==> config.mk <==
export PLATFORM = sky130hd
export DESIGN_NAME = branch_outcome_tracker
export DESIGN_NICKNAME = d
export VERILOG_FILES = /design/src/rtl/branch_pkg.sv /design/src/rtl/bot_fifo.sv /design/src/rtl/branch_outcome_tracker.sv
export SDC_FILE = /design/constraint.sdc
export NUM_CORES = 1
export LEC_CHECK = 0
export ABC_AREA = 1
export CAP_MARGIN = 30
export CORE_UTILIZATION = 55
export CTS_BUF_LIST = sky130_fd_sc_hd__clkbuf_4 sky130_fd_sc_hd__clkbuf_8
export CTS_CLUSTER_DIAMETER = 60
export DETAILED_ROUTE_END_ITERATION = 8
export PLACE_DENSITY = 0.77
export SYNTH_ARGS = -nofsm -noshare
export SYNTH_HDL_FRONTEND = slang
export SYNTH_SLANG_ARGS = --single-unit
==> constraint.sdc <==
create_clock -name clk -period 3.38 [get_ports clk]
set_input_delay 0.338 -clock clk [delete_from_list [all_inputs] [get_ports clk]]
set_output_delay 0.338 -clock clk [all_outputs]
set_load 0.03 [all_outputs]
==> src/rtl/branch_pkg.sv <==
// rtl/branch_pkg.sv - shared branch predictor types and default widths
package branch_pkg;

    // Defaults shared with the gshare predictor.
    localparam int BP_ADDR_W = 11;
    localparam int BP_GHR_W  = 4;

    typedef enum logic {
        NORMAL  = 1'b0,
        RECOVER = 1'b1
    } state_t;

    // One in-flight prediction at the default widths.
    typedef struct packed {
        logic [BP_ADDR_W-1:0] addr;
        logic [BP_GHR_W-1:0]  ghr;
        logic                 pred_taken;
    } entry_t;

endpackage

==> src/rtl/bot_fifo.sv <==
// rtl/bot_fifo.sv - circular buffer holding in-flight predictions
//
// Ports:
//   clk, reset          clock, synchronous active-high reset
//   push, push_data     write push_data at tail (caller guarantees !full)
//   pop                 advance head (caller guarantees !empty)
//   clear               drop all entries; overrides push and pop
//   head_data           oldest entry
//   occupancy           entries held, 0..DEPTH
//   full, empty         occupancy flags
module bot_fifo #(
    parameter int WIDTH = 16,
    parameter int DEPTH = 8,
    localparam int PTR_W = $clog2(DEPTH),
    localparam int OCC_W = PTR_W + 1
) (
    input  logic             clk,
    input  logic             reset,
    input  logic             push,
    input  logic [WIDTH-1:0] push_data,
    input  logic             pop,
    input  logic             clear,
    output logic [WIDTH-1:0] head_data,
    output logic [OCC_W-1:0] occupancy,
    output logic             full,
    output logic             empty
);

    localparam logic [OCC_W-1:0] FULL_OCC = OCC_W'(DEPTH);

    logic [WIDTH-1:0] mem [DEPTH];
    logic [PTR_W-1:0] head;
    logic [PTR_W-1:0] tail;
    logic [OCC_W-1:0] occ;

    always_ff @(posedge clk) begin
        if (reset) begin
            head <= '0;
            tail <= '0;
            occ  <= '0;
        end else if (clear) begin
            // Collapse onto the tail; a same-cycle push is wrong-path and lost.
            head <= tail;
            occ  <= '0;
        end else begin
            if (push) tail <= tail + PTR_W'(1);
            if (pop)  head <= head + PTR_W'(1);
            case ({push, pop})
                2'b10:   occ <= occ + OCC_W'(1);
                2'b01:   occ <= occ - OCC_W'(1);
                default: occ <= occ;
            endcase
        end
    end

    // Payload needs no reset; occupancy alone says what is valid.
    always_ff @(posedge clk) begin
        if (push && !clear && !reset) mem[tail] <= push_data;
    end

    assign head_data = mem[head];
    assign occupancy = occ;
    assign full      = (occ == FULL_OCC);
    assign empty     = (occ == '0);

endmodule

==> src/rtl/branch_outcome_tracker.sv <==
// rtl/branch_outcome_tracker.sv - in-order prediction tracker, update/flush generator and accuracy counters
//
// Ports:
//   clk, reset                          clock, synchronous active-high reset
//   pred_valid/addr/ghr/taken, pred_ready   prediction enqueue handshake
//   res_valid, res_taken                resolution of the oldest branch
//   upd_valid/addr/ghr/taken            registered pattern table update pulse
//   mispredict                          registered flush pulse
//   occupancy                           entries in flight
//   res_error                           sticky: resolve seen with nothing in flight
//   branch_cnt, mispred_cnt             saturating statistics
module branch_outcome_tracker
    import branch_pkg::*;
#(
    parameter int ADDR_W = BP_ADDR_W,
    parameter int GHR_W  = BP_GHR_W,
    parameter int DEPTH  = 8,
    parameter int CNT_W  = 16,
    localparam int OCC_W = $clog2(DEPTH) + 1
) (
    input  logic              clk,
    input  logic              reset,
    input  logic              pred_valid,
    input  logic [ADDR_W-1:0] pred_addr,
    input  logic [GHR_W-1:0]  pred_ghr,
    input  logic              pred_taken,
    output logic              pred_ready,
    input  logic              res_valid,
    input  logic              res_taken,
    output logic              upd_valid,
    output logic [ADDR_W-1:0] upd_addr,
    output logic [GHR_W-1:0]  upd_ghr,
    output logic              upd_taken,
    output logic              mispredict,
    output logic [OCC_W-1:0]  occupancy,
    output logic              res_error,
    output logic [CNT_W-1:0]  branch_cnt,
    output logic [CNT_W-1:0]  mispred_cnt
);

    localparam int ENTRY_W = ADDR_W + GHR_W + 1;

    state_t             state;
    state_t             state_next;
    logic [ENTRY_W-1:0] head_data;
    logic               full;
    logic               empty;
    logic               push;
    logic               pop;
    logic               mis;
    logic               err_set;

    logic [ADDR_W-1:0]  head_addr;
    logic [GHR_W-1:0]   head_ghr;
    logic               head_taken;

    assign head_addr  = head_data[ENTRY_W-1 -: ADDR_W];
    assign head_ghr   = head_data[GHR_W:1];
    assign head_taken = head_data[0];

    bot_fifo #(
        .WIDTH (ENTRY_W),
        .DEPTH (DEPTH)
    ) u_fifo (
        .clk       (clk),
        .reset     (reset),
        .push      (push),
        .push_data ({pred_addr, pred_ghr, pred_taken}),
        .pop       (pop),
        .clear     (mis),
        .head_data (head_data),
        .occupancy (occupancy),
        .full      (full),
        .empty     (empty)
    );

    always_ff @(posedge clk) begin
        if (reset) state <= NORMAL;
        else       state <= state_next;
    end

    // Readiness uses pre-pop fullness, so a push while full is dropped even
    // when the head pops in the same cycle. RECOVER ignores resolves entirely.
    always_comb begin
        state_next = state;
        pred_ready = 1'b0;
        push       = 1'b0;
        pop        = 1'b0;
        mis        = 1'b0;
        err_set    = 1'b0;
        case (state)
            NORMAL: begin
                pred_ready = !full;
                push       = pred_valid && !full;
                pop        = res_valid && !empty;
                err_set    = res_valid && empty;
                mis        = pop && (head_taken != res_taken);
                if (mis) state_next = RECOVER;
            end
            RECOVER: begin
                state_next = NORMAL;
            end
            default: begin
                state_next = NORMAL;
            end
        endcase
    end

    always_ff @(posedge clk) begin
        if (reset) begin
            upd_valid   <= 1'b0;
            upd_addr    <= '0;
            upd_ghr     <= '0;
            upd_taken   <= 1'b0;
            mispredict  <= 1'b0;
            res_error   <= 1'b0;
            branch_cnt  <= '0;
            mispred_cnt <= '0;
        end else begin
            upd_valid  <= pop;
            mispredict <= mis;
            if (pop) begin
                upd_addr  <= head_addr;
                upd_ghr   <= head_ghr;
                upd_taken <= res_taken;
                if (branch_cnt != '1) branch_cnt <= branch_cnt + CNT_W'(1);
            end
            if (mis && mispred_cnt != '1) mispred_cnt <= mispred_cnt + CNT_W'(1);
            if (err_set) res_error <= 1'b1;
        end
    end

endmodule

==> results by group <==
Clock tree
  – CTS tree: yes
  – CTS buffer count: 17
  – H-Tree Level Count: 4
  – # resized after CTS: 0
  – Clock Tree Buf Depth: 2
  – Clock transition at path regs: 90 ps
  – Setup Fix Bufs, Post-CTS: 0
  – Root Driver: clkbuf_8
  – Cts hold-fix bufs: 0
  – Num Clock Sinks: 192
  – Worst-skew pair later-pin latency: approximately 460 ps

Critical path
  – Critical Setup Path Class: reg2reg
  – Max FO, Critical Path: 28
  – CP required: 3540 ps
  – CP endpoint kind: register
  – Critical Path, Cell by Cell: buf_4 -> nand2_1 -> nand3_1 -> nand3_2 -> nand2_2 -> nand2_4 -> nand3_2 -> nand2_2 -> nor2_2 -> nand2_1 -> nor2_1 -> buf_12
  – Arr. time, crit path: 2660 ps
  – Setup crit start kind: register
  – CP max stage delay: 390 ps
  – CP max stage cell: nor2_1
  – Worst path top cell family by delay: simple AND/OR/NAND/NOR gates
  – Worst path bufs/invs: 2

STA
  – Slew Viols, Final: 0
  – Slew margin rel.: around 60%
  – Achievable Freq: 0.400 GHz
  – Tmin final: 2500 ps
  – Clock Skew: 15.6 ps
  – Final hold vios: 0
  – Final setup vio count: 0
  – Final Cycle Share: 73.9%
  – Fin worst setup slack: 882 ps
  – Setup_tns: 0 ps
  – Slew @ Worst Pin: 585 ps
  – RSZ-0062 raised after global routing: false

Pwr
  – Pwr/cell area: 673 nW/µm²
  – Clock power share: 24.7%
  – Int Power: 4.21 mW
  – Seq pwr share: 44.8%
  – P_leak: 3.22 nW
  – Comb power frac: 30.5%
  – Switching share of power: 34.5%
  – Peak VDD IR: around 0.40 mV
  – Psw: 2.22 mW

GRT
  – Overall routing resource usage: 24.6%
  – Global route overflow: 0
  – Vias in the first global route: approximately 5,700
  – Antenna violations before repair: 0
  – Largest net degree at the start of global routing: 45
  – First-pass GRT wire length: 28,000 µm

Routing
  – DR iter-0 viols: 456
  – Via count: roughly 6,000
  – Drt wl/cell: 17.1 µm
  – Detailed-route DRC error count: 0
  – ANT nets after route: 0
  – Drt via density: 5.74
  – 1st-pass router iterations: 7
  – WL final: around 18,000 µm

Synth
  – Synthesized area: roughly 8000 µm²
  – Largest cells by area after synthesis: edfxtp_1 (47%), dfxtp_1 (16%), nand2_1 (5.1%)
  – Largest area contributor in the netlist: edfxtp_1
  – Post-synthesis mux area share: 0%
  – Area share of the largest cell type after synthesis: 47.1%
  – Number of synthesized flops with an enable pin: 128
  – Async S/R FF share, synth: 0%
  – Sequential-to-total area share from yosys stat: 62.9%
  – Post-Synth XOR/XNOR Area: under 10%
  – Synthesized area per cell: around 11 µm²
  – Main flop type after synthesis: edfxtp_1
  – Synth warnings: 0
  – Main combinational cell family by area after synthesis: simple AND/OR/NAND/NOR gates
  – Syn_nets: 798
  – Compound-Gate Fraction of Synth Area: 12.4%
  – Area share of fa/ha/maj cells after synthesis: 1.07%
  – Mapped Cells: 770
  – Yosys reg bits: 192
  – Unique masters post-synth: 40
  – Simple-Gate Fraction of Synth Area: between 10% and 20%

Min path
  – Hold Path Class: reg2reg
  – HP Start: upd_addr[2]

Floorplan
  – Top-Level Pins: 77
  – Die Y: 124 µm
  – Chip Width: 124 µm
  – Number of cell rows: 44
  – Core Area: ~14,000 µm²
  – Die Area: 15,300 µm²
  – Starting density of the core: 56.3%

Layout
  – Register Area: 5130 µm²
  – Synthesis-to-layout area growth: 17.1%
  – # nets final: 874
  – Ant. Diodes: 0
  – Filler cell count: 1,105
  – Post-layout util: between 60% and 70%
  – Share of cells above drive strength 1: 11.1%
  – Multi-input gate area in the final layout: 2680 µm²

Place
  – Dpl ws: a little over 700 ps
  – IO buf count: 76
  – Final HPWL DP: ~11,000 µm
  – Routability cong.: around 0.94

Run status
  – Outcome: finished, final reports clean

Run
  – Max Cap Violations: 0
## registers in the layout, indices dropped and copies added, names as in the netlist, named ones only
| signal | cells |
|---|---|
| mispred_cnt | 16 |
| state | 1 |
| u_fifo.occupancy | 4 |
| u_fifo.tail | 3 |
| u_fifo.head | 3 |
| res_error | 1 |
| upd_ghr | 4 |
| upd_taken | 1 |
| upd_valid | 1 |
| branch_cnt | 16 |
| upd_addr | 11 |
| u_fifo.mem | 128 |
## area by class of cell
type | instances | share of cell area, %
multi-input cells | 495 | 28.0
clock inverters | 11 | 1.76
flip-flops and latches | 192 | 53.7
well taps | 184 | 2.41
clock buffers | 21 | 2.77
inverters | 45 | 1.77
repair buffers | 95 | 9.54
## kinds of logic (layout without fill, tap and decap cells)
kind of cell / Yosys count / after routing
AOI/OAI and AO/OA: 171 / 171
xor gates and xnor gates: 25 / 25
adders and majority gates: 7 / 7
buffers and inverters: 83 / 172
DFF: 192 / 192
and+or+nand+nor: 292 / 292
## through the flow
| step | instances | area, µm² | hold slack [ps] | total power [mW] |
|---|---|---|---|---|
| after CTS | 1043 | 9540 | 471 | 6.46 |
| after global placement | 1011 | 9110 | 450 | 4.80 |
| after floorplan | 770 | 8150 | 437 | 4.25 |
| final | 1043 | 9540 | 469 | 6.42 |
| after detailed placement | 1011 | 9110 | 456 | 4.88 |
| after global routing | 1043 | 9540 | 493 | 6.76 |
## worst paths after layout
kind / slack, ps / to / depth (start not counted)
max: 880 / u_fifo.mem[4][10] / 12
min reg2reg: 470 / upd_addr[2] / 2
max reg2reg: 880 / u_fifo.mem[4][10] / 12
min: 470 / upd_addr[2] / 2
## power by group through the flow
stage | Combinational (mW) | Sequential [mW] | Clock (mW)
after global placement | 1.89 | 2.92 | 0
after detailed placement | 1.95 | 2.93 | 0
after floorplan | 1.14 | 3.12 | 0
final | 1.96 | 2.88 | 1.59
after CTS | 1.96 | 2.87 | 1.63
after global routing | 2.15 | 2.90 | 1.72
## placed cells by master (no fill, tap or decap), types with 17 or more instances in the layout
cell,instances
nor2_1,108
o21ai_0,72
nand3_1,30
a21oi_1,40
clkbuf_8,17
dfxtp_1,63
edfxtp_1,128
nand2_1,111
buf_4,18
inv_1,42
clkdlybuf4s50_1,75
## worst reg2reg max path, delay by kind of cell (launching register included)
| kind | cells | cell delay (ps) |
|---|---|---|
| flip-flops | 1 | 360 |
| AND/OR/NAND/NOR | 10 | 1330 |
| buffers and inverters | 2 | 500 |
## synth_stat cells (2+ instances only)
cell,n
a21oi_1,40
a21oi_2,10
a31oi_1,3
and3_1,2
buf_2,5
buf_8,2
clkbuf_1,28
dfxtp_1,64
edfxtp_1,128
ha_1,7
inv_1,42
inv_2,3
nand2_1,111
nand2_2,3
nand2_4,3
nand3_1,30
nand3_2,13
nand4_1,3
nor2_1,108
nor2_2,3
nor3_1,7
o211ai_1,15
o21ai_0,72
o221ai_1,15
o22ai_1,15
xnor2_1,11
xor2_1,14
## routing by layer
metal  track usage (%)  vias up  wire [µm]
met1              31.4     2886       7480
met3              4.90       32       1140
met4              9.49        0        331
met5                 0        -          0
li1                  -     2835          -
met2              41.2      235       8880
Power figures use the tool's default switching activity.
==> RTL change 1: new RTL, config.mk and constraints unchanged <==
Make the reset (`reset`) asynchronous in 3 clocked blocks. Comments in the files are not updated.
--- a/src/rtl/bot_fifo.sv
+++ b/src/rtl/bot_fifo.sv
@@ -34,5 +34,5 @@
     logic [OCC_W-1:0] occ;
 
-    always_ff @(posedge clk) begin
+    always_ff @(posedge clk or posedge reset) begin
         if (reset) begin
             head <= '0;
--- a/src/rtl/branch_outcome_tracker.sv
+++ b/src/rtl/branch_outcome_tracker.sv
@@ -75,5 +75,5 @@
     );
 
-    always_ff @(posedge clk) begin
+    always_ff @(posedge clk or posedge reset) begin
         if (reset) state <= NORMAL;
         else       state <= state_next;
@@ -107,5 +107,5 @@
     end
 
-    always_ff @(posedge clk) begin
+    always_ff @(posedge clk or posedge reset) begin
         if (reset) begin
             upd_valid   <= 1'b0;
Formal check against the unedited RTL: differs if reset is asserted again (counterexample within 4 cycles, from zero or initial values and one cycle with reset high); with reset held inactive, the same outputs for 4 cycles.
==> RTL change 1 against the unedited design <==
Global-route usage increased by 0.063 points; sequential cell count decreased by 3; synthesized cell count decreased by 3.9%; first-iteration DRC count increased by 25%; worst setup slack got worse by 0.40 ns; maximum frequency decreased by 14%; utilization unchanged; design area unchanged; critical path depth unchanged; wire length decreased by 2.6%; total power increased by 17%; synthesized area decreased by 0.17%; combinational power increased by 45%; largest power group unchanged.
==> RTL change 1: results (changes against the unedited design) <==
[metrics] outcome: complete, no violations (unchanged)
[metrics] fin crit period: 2.90 ns (was 2.50 ns)
[metrics] largest net degree at the start of global routing: 62 (was 45)
[metrics] worst setup path end: u_fifo.mem[3][13]$_DFFE_PP_ (was u_fifo.mem[4][10]$_DFFE_PP_)
[metrics] post-placement setup slack: 0.529 ns (was 0.726 ns)
[metrics] met1 global-route usage: 0.341 (was 0.314)
[metrics] net count of the finished layout: 846 (was 874)
[metrics] share of post-route cells with drive strength above 1: 0.0913 (was 0.111)
[metrics] number of standard cells in the layout, taps in and fillers out: 1016 (was 1043)
[metrics] placed wire-length estimate: 11.9 mm (was 11.4 mm)
[metrics] number of placed instances with taps included: 984 (was 1011)
[metrics] Slew Limit Headroom: 0.412 (was 0.610)
[metrics] biggest cell delay along the critical path: 0.67 ns (was 0.39 ns)
[metrics] count of different cell masters after synthesis: 35 (was 40)
[metrics] power attributed to combinational cells: 2.84 mW (was 1.96 mW)
[metrics] endpoint of the worst hold path: upd_addr[2]$_DFFE_PP0P_ (was upd_addr[2]$_SDFFE_PP0P_)
[metrics] number of global-route vias before repair: 5566 (was 5700)
[metrics] Seq/Total Area, Yosys: 0.660 (was 0.629)
[metrics] number of iterations in the first detailed-routing pass: 5 (was 7)
[metrics] cell leakage power: 3.65 nW (was 3.22 nW)
[metrics] wirelength, routed: 17.4 mm (was 17.8 mm)
[metrics] final weighted congestion in routability-driven placement: 0.913 (was 0.938)
[metrics] origin of the worst min-delay path: upd_addr[2]$_DFFE_PP0P_ (was upd_addr[2]$_SDFFE_PP0P_)
[metrics] global-route wire length before repair: 27.8 mm (was 28.0 mm)
[metrics] worst-case hold slack: 0.486 ns (was 0.469 ns)
[metrics] share of synthesized registers carrying an async set or reset: 0.323 (was 0)
[metrics] arrival time of data at the critical path endpoint: 3.08 ns (was 2.66 ns)
[metrics] areal power density over the cells: 785 mW/mm^2 (was 673 mW/mm^2)
[metrics] Layout fillers: 1083 (was 1105)
[metrics] Worst Path Max Fanout: 22 (was 28)
[metrics] leading post-synthesis cells by instance count: nand2_1, edfxtp_1, nor2_1, o21ai_0, dfrtp_1 (was edfxtp_1, nand2_1, nor2_1, o21ai_0, dfxtp_1)
[metrics] met3 Resource Use GR: 0.0426 (was 0.0490)
[metrics] worst ir drop on vdd: 0.319 mV (was 0.398 mV)
[metrics] via/cell ratio: 5.68 (was 5.74)
[metrics] switching share of power: 0.394 (was 0.345)
[metrics] area after detailed placement: 0.00911 mm^2 (about the same)
[metrics] number of standard cells after synthesis: 740 (was 770)
[metrics] largest cells by area after synthesis: edfxtp_1, dfrtp_1, nand2_1, o21ai_0, nor2_1 (was edfxtp_1, dfxtp_1, nand2_1, nor2_1, o21ai_0)
-- RTL change 1: kinds of logic (layout without fill, tap and decap cells) --
| kind of cell | Yosys count | after routing | share of synthesized area |
|---|---|---|---|
| AO/OA/AOI/OAI | 128 | 128 | 0.0965 |
| AND/OR/NAND/NOR | 295 | 295 | 0.154 |
| XOR/XNOR | 31 | 31 | 0.0334 |
| buffers and inverters | 91 | 183 | 0.0469 |
| adder cells (fa/ha/maj) | 6 | 6 | 0.00922 |
| flip-flops | 189 | 189 | 0.660 |
-- RTL change 1: cell type report --
type / count / area, um^2 / area share
Tap cell: 184 / 230 / 0.0241
Clock inverter: 14 / 181 / 0.0190
Inverter: 58 / 220 / 0.0231
Clock buffer: 18 / 248 / 0.0260
Timing Repair Buffer: 93 / 907 / 0.0950
Sequential cell: 189 / 5370 / 0.563
Multi-Input combinational cell: 460 / 2390 / 0.250
-- RTL change 1: layer usage --
layer  wire [um]  share of wire
met5           0              0
met4         277          0.016
met3        1090          0.063
met2        8400           0.48
met1        7610           0.44
==> RTL change 2: new RTL, same settings <==
Without the edit above. `CNT_W`: 16 -> 32.
--- a/src/rtl/branch_outcome_tracker.sv
+++ b/src/rtl/branch_outcome_tracker.sv
@@ -16,5 +16,5 @@
     parameter int GHR_W  = BP_GHR_W,
     parameter int DEPTH  = 8,
-    parameter int CNT_W  = 16,
+    parameter int CNT_W  = 32,
     localparam int OCC_W = $clog2(DEPTH) + 1
 ) (
Interface: changed (resized branch_cnt and mispred_cnt); port bits go from 77 to 109. No check against the original RTL was run, so the function may have changed too.
==> RTL change 2 against the unedited design <==
Wire length is 43% higher; critical path depth is 3 lower; design area is 30% higher; cell count is 50% higher; clock skew is 0.0020 ns higher; worst setup slack worse by 0.32 ns; total power is 23% higher; sequential cell count is 32 higher; synthesized area is 27% higher; worst hold slack worse by 0.18 ns; critical path type unchanged; critical endpoint is now u_fifo.mem[3][11]$_DFFE_PP_.
==> RTL change 2: results (changes against the unedited design) <==
[metrics] Avg Synthesized Cell Area: 8.70 um^2 (was 10.6 um^2)
[metrics] count of different cell masters after synthesis: 36 (was 40)
[metrics] global-route wire length before repair: 41.1 mm (was 28.0 mm)
[metrics] largest cells by area after synthesis: edfxtp_1, dfxtp_1, nand2_1, nor2_1, a21oi_1 (was edfxtp_1, dfxtp_1, nand2_1, nor2_1, o21ai_0)
[metrics] number of buffers between clock root and the deepest sink: 3 (was 2)
[metrics] outcome: complete, no violations (unchanged)
[metrics] biggest cell delay along the critical path: 0.55 ns (was 0.39 ns)
[metrics] Clock Skew: 0.0176 ns (was 0.0156 ns)
[metrics] share of post-route cells with drive strength above 1: 0.0839 (was 0.111)
[metrics] arrival time of data at the critical path endpoint: 3.06 ns (was 2.66 ns)
[metrics] area of the multi-input gates: 0.00406 mm^2 (was 0.00268 mm^2)
[metrics] met3 Resource Use GR: 0.0434 (was 0.0490)
[metrics] placed wire-length estimate: 16.4 mm (was 11.4 mm)
[metrics] wirelength, routed: 25.5 mm (was 17.8 mm)
[metrics] area after detailed placement: 0.0117 mm^2 (was 0.00911 mm^2)
[metrics] number of standard cells in the layout, taps in and fillers out: 1564 (was 1043)
[metrics] Worst Path Max Fanout: 12 (was 28)
[metrics] Layout fillers: 1488 (was 1105)
[metrics] GR Layer Usage met2: 0.443 (was 0.412)
[metrics] final weighted congestion in routability-driven placement: 0.935 (was 0.938)
[metrics] worst ir drop on vdd: 0.522 mV (was 0.398 mV)
[metrics] number of iterations in the first detailed-routing pass: 5 (was 7)
[metrics] met1 global-route usage: 0.346 (was 0.314)
[metrics] biggest registers after layout: u_fifo.mem (128), branch_cnt (32), mispred_cnt (32) (was u_fifo.mem (128), branch_cnt (16), mispred_cnt (16))
[metrics] area fraction in compound gates after synthesis: 0.109 (was 0.124)
[metrics] slew of the pin with the lowest slew margin: 0.859 ns (was 0.585 ns)
[metrics] largest net degree at the start of global routing: 72 (was 45)
[metrics] post-placement setup slack: 0.611 ns (was 0.726 ns)
[metrics] register share of total power: 0.412 (was 0.448)
[metrics] leading post-synthesis cells by instance count: nand2_1, nor2_1, edfxtp_1, dfxtp_1, a21oi_1 (was edfxtp_1, nand2_1, nor2_1, o21ai_0, dfxtp_1)
[metrics] Seq/Total Area, Yosys: 0.556 (was 0.629)
[metrics] number of global-route vias before repair: 8258 (was 5700)
[metrics] fin crit period: 2.81 ns (was 2.50 ns)
[metrics] net count of the finished layout: 1334 (was 874)
[metrics] part of the total power dissipated in the clock network: 0.308 (was 0.247)
[metrics] GRT Total Usage: 0.265 (was 0.246)
[metrics] worst-case hold slack: 0.290 ns (was 0.469 ns)
[metrics] Clk pin slew, worst setup/hold paths: 0.06 ns (was 0.09 ns)
[metrics] number of placed instances with taps included: 1496 (was 1011)
[metrics] number of DRC violations after detailed-routing iteration 0: 736 (was 456)
[metrics] Internal Dissipation: 5.11 mW (was 4.21 mW)
==> RTL change 2: cell count changes in the layout (fill, tap and decap cells not counted), sizes merged, moves of 8 or more <==
cell / before / now
dfxtp: 64 / 96
clkdlybuf4s50: 75 / 107
a21oi: 50 / 77
nor3: 9 / 17
inv: 46 / 79
nand2: 117 / 288
nor2: 113 / 192
nand4: 4 / 38
clkbuf: 21 / 56
==> RTL change 2: critical path: cells and delay by family (launching register included) <==
| family | cells | cell delay [ns] |
|---|---|---|
| buffers and inverters | 2 | 0.49 |
| flip-flops | 1 | 0.55 |
| AND/OR/NAND/NOR | 7 | 1.49 |
==> RTL change 2: cells by family after synthesis <==
family	Yosys count
buffers and inverters	133
XOR/XNOR	33
adder cells (fa/ha/maj)	7
AND/OR/NAND/NOR	595
AO/OA/AOI/OAI	199
flip-flops	224
==> RTL change 2: final cells by class <==
class                      count  share of cell area
clock buffer                  56              0.0564
clock inverter                12             0.00533
inverter                      77              0.0232
multi-input combinational    834               0.326
sequential                   224               0.464
tap                          229              0.0230
timing repair buffer         132               0.102
==> RTL change 2: final timing paths <==
path,cells past startpoint,endpoint,start
setup / recovery,9,u_fifo.mem[3][11]$_DFFE_PP_,flip-flop
hold / removal,2,u_fifo.mem[7][2]$_DFFE_PP_,reset
setup reg to reg,9,u_fifo.mem[3][11]$_DFFE_PP_,flip-flop
hold reg to reg,2,upd_ghr[3]$_SDFFE_PP0P_,upd_ghr[3]$_SDFFE_PP0P_
==> RTL change 2: per-layer routing <==
layer  wire (um)  share of wire  up-vias
li1            -              -     4271
met1       11100           0.44     4144
met2       12200           0.48      318
met3        1550          0.061       49
met4         574          0.023        0
met5           0              0        -
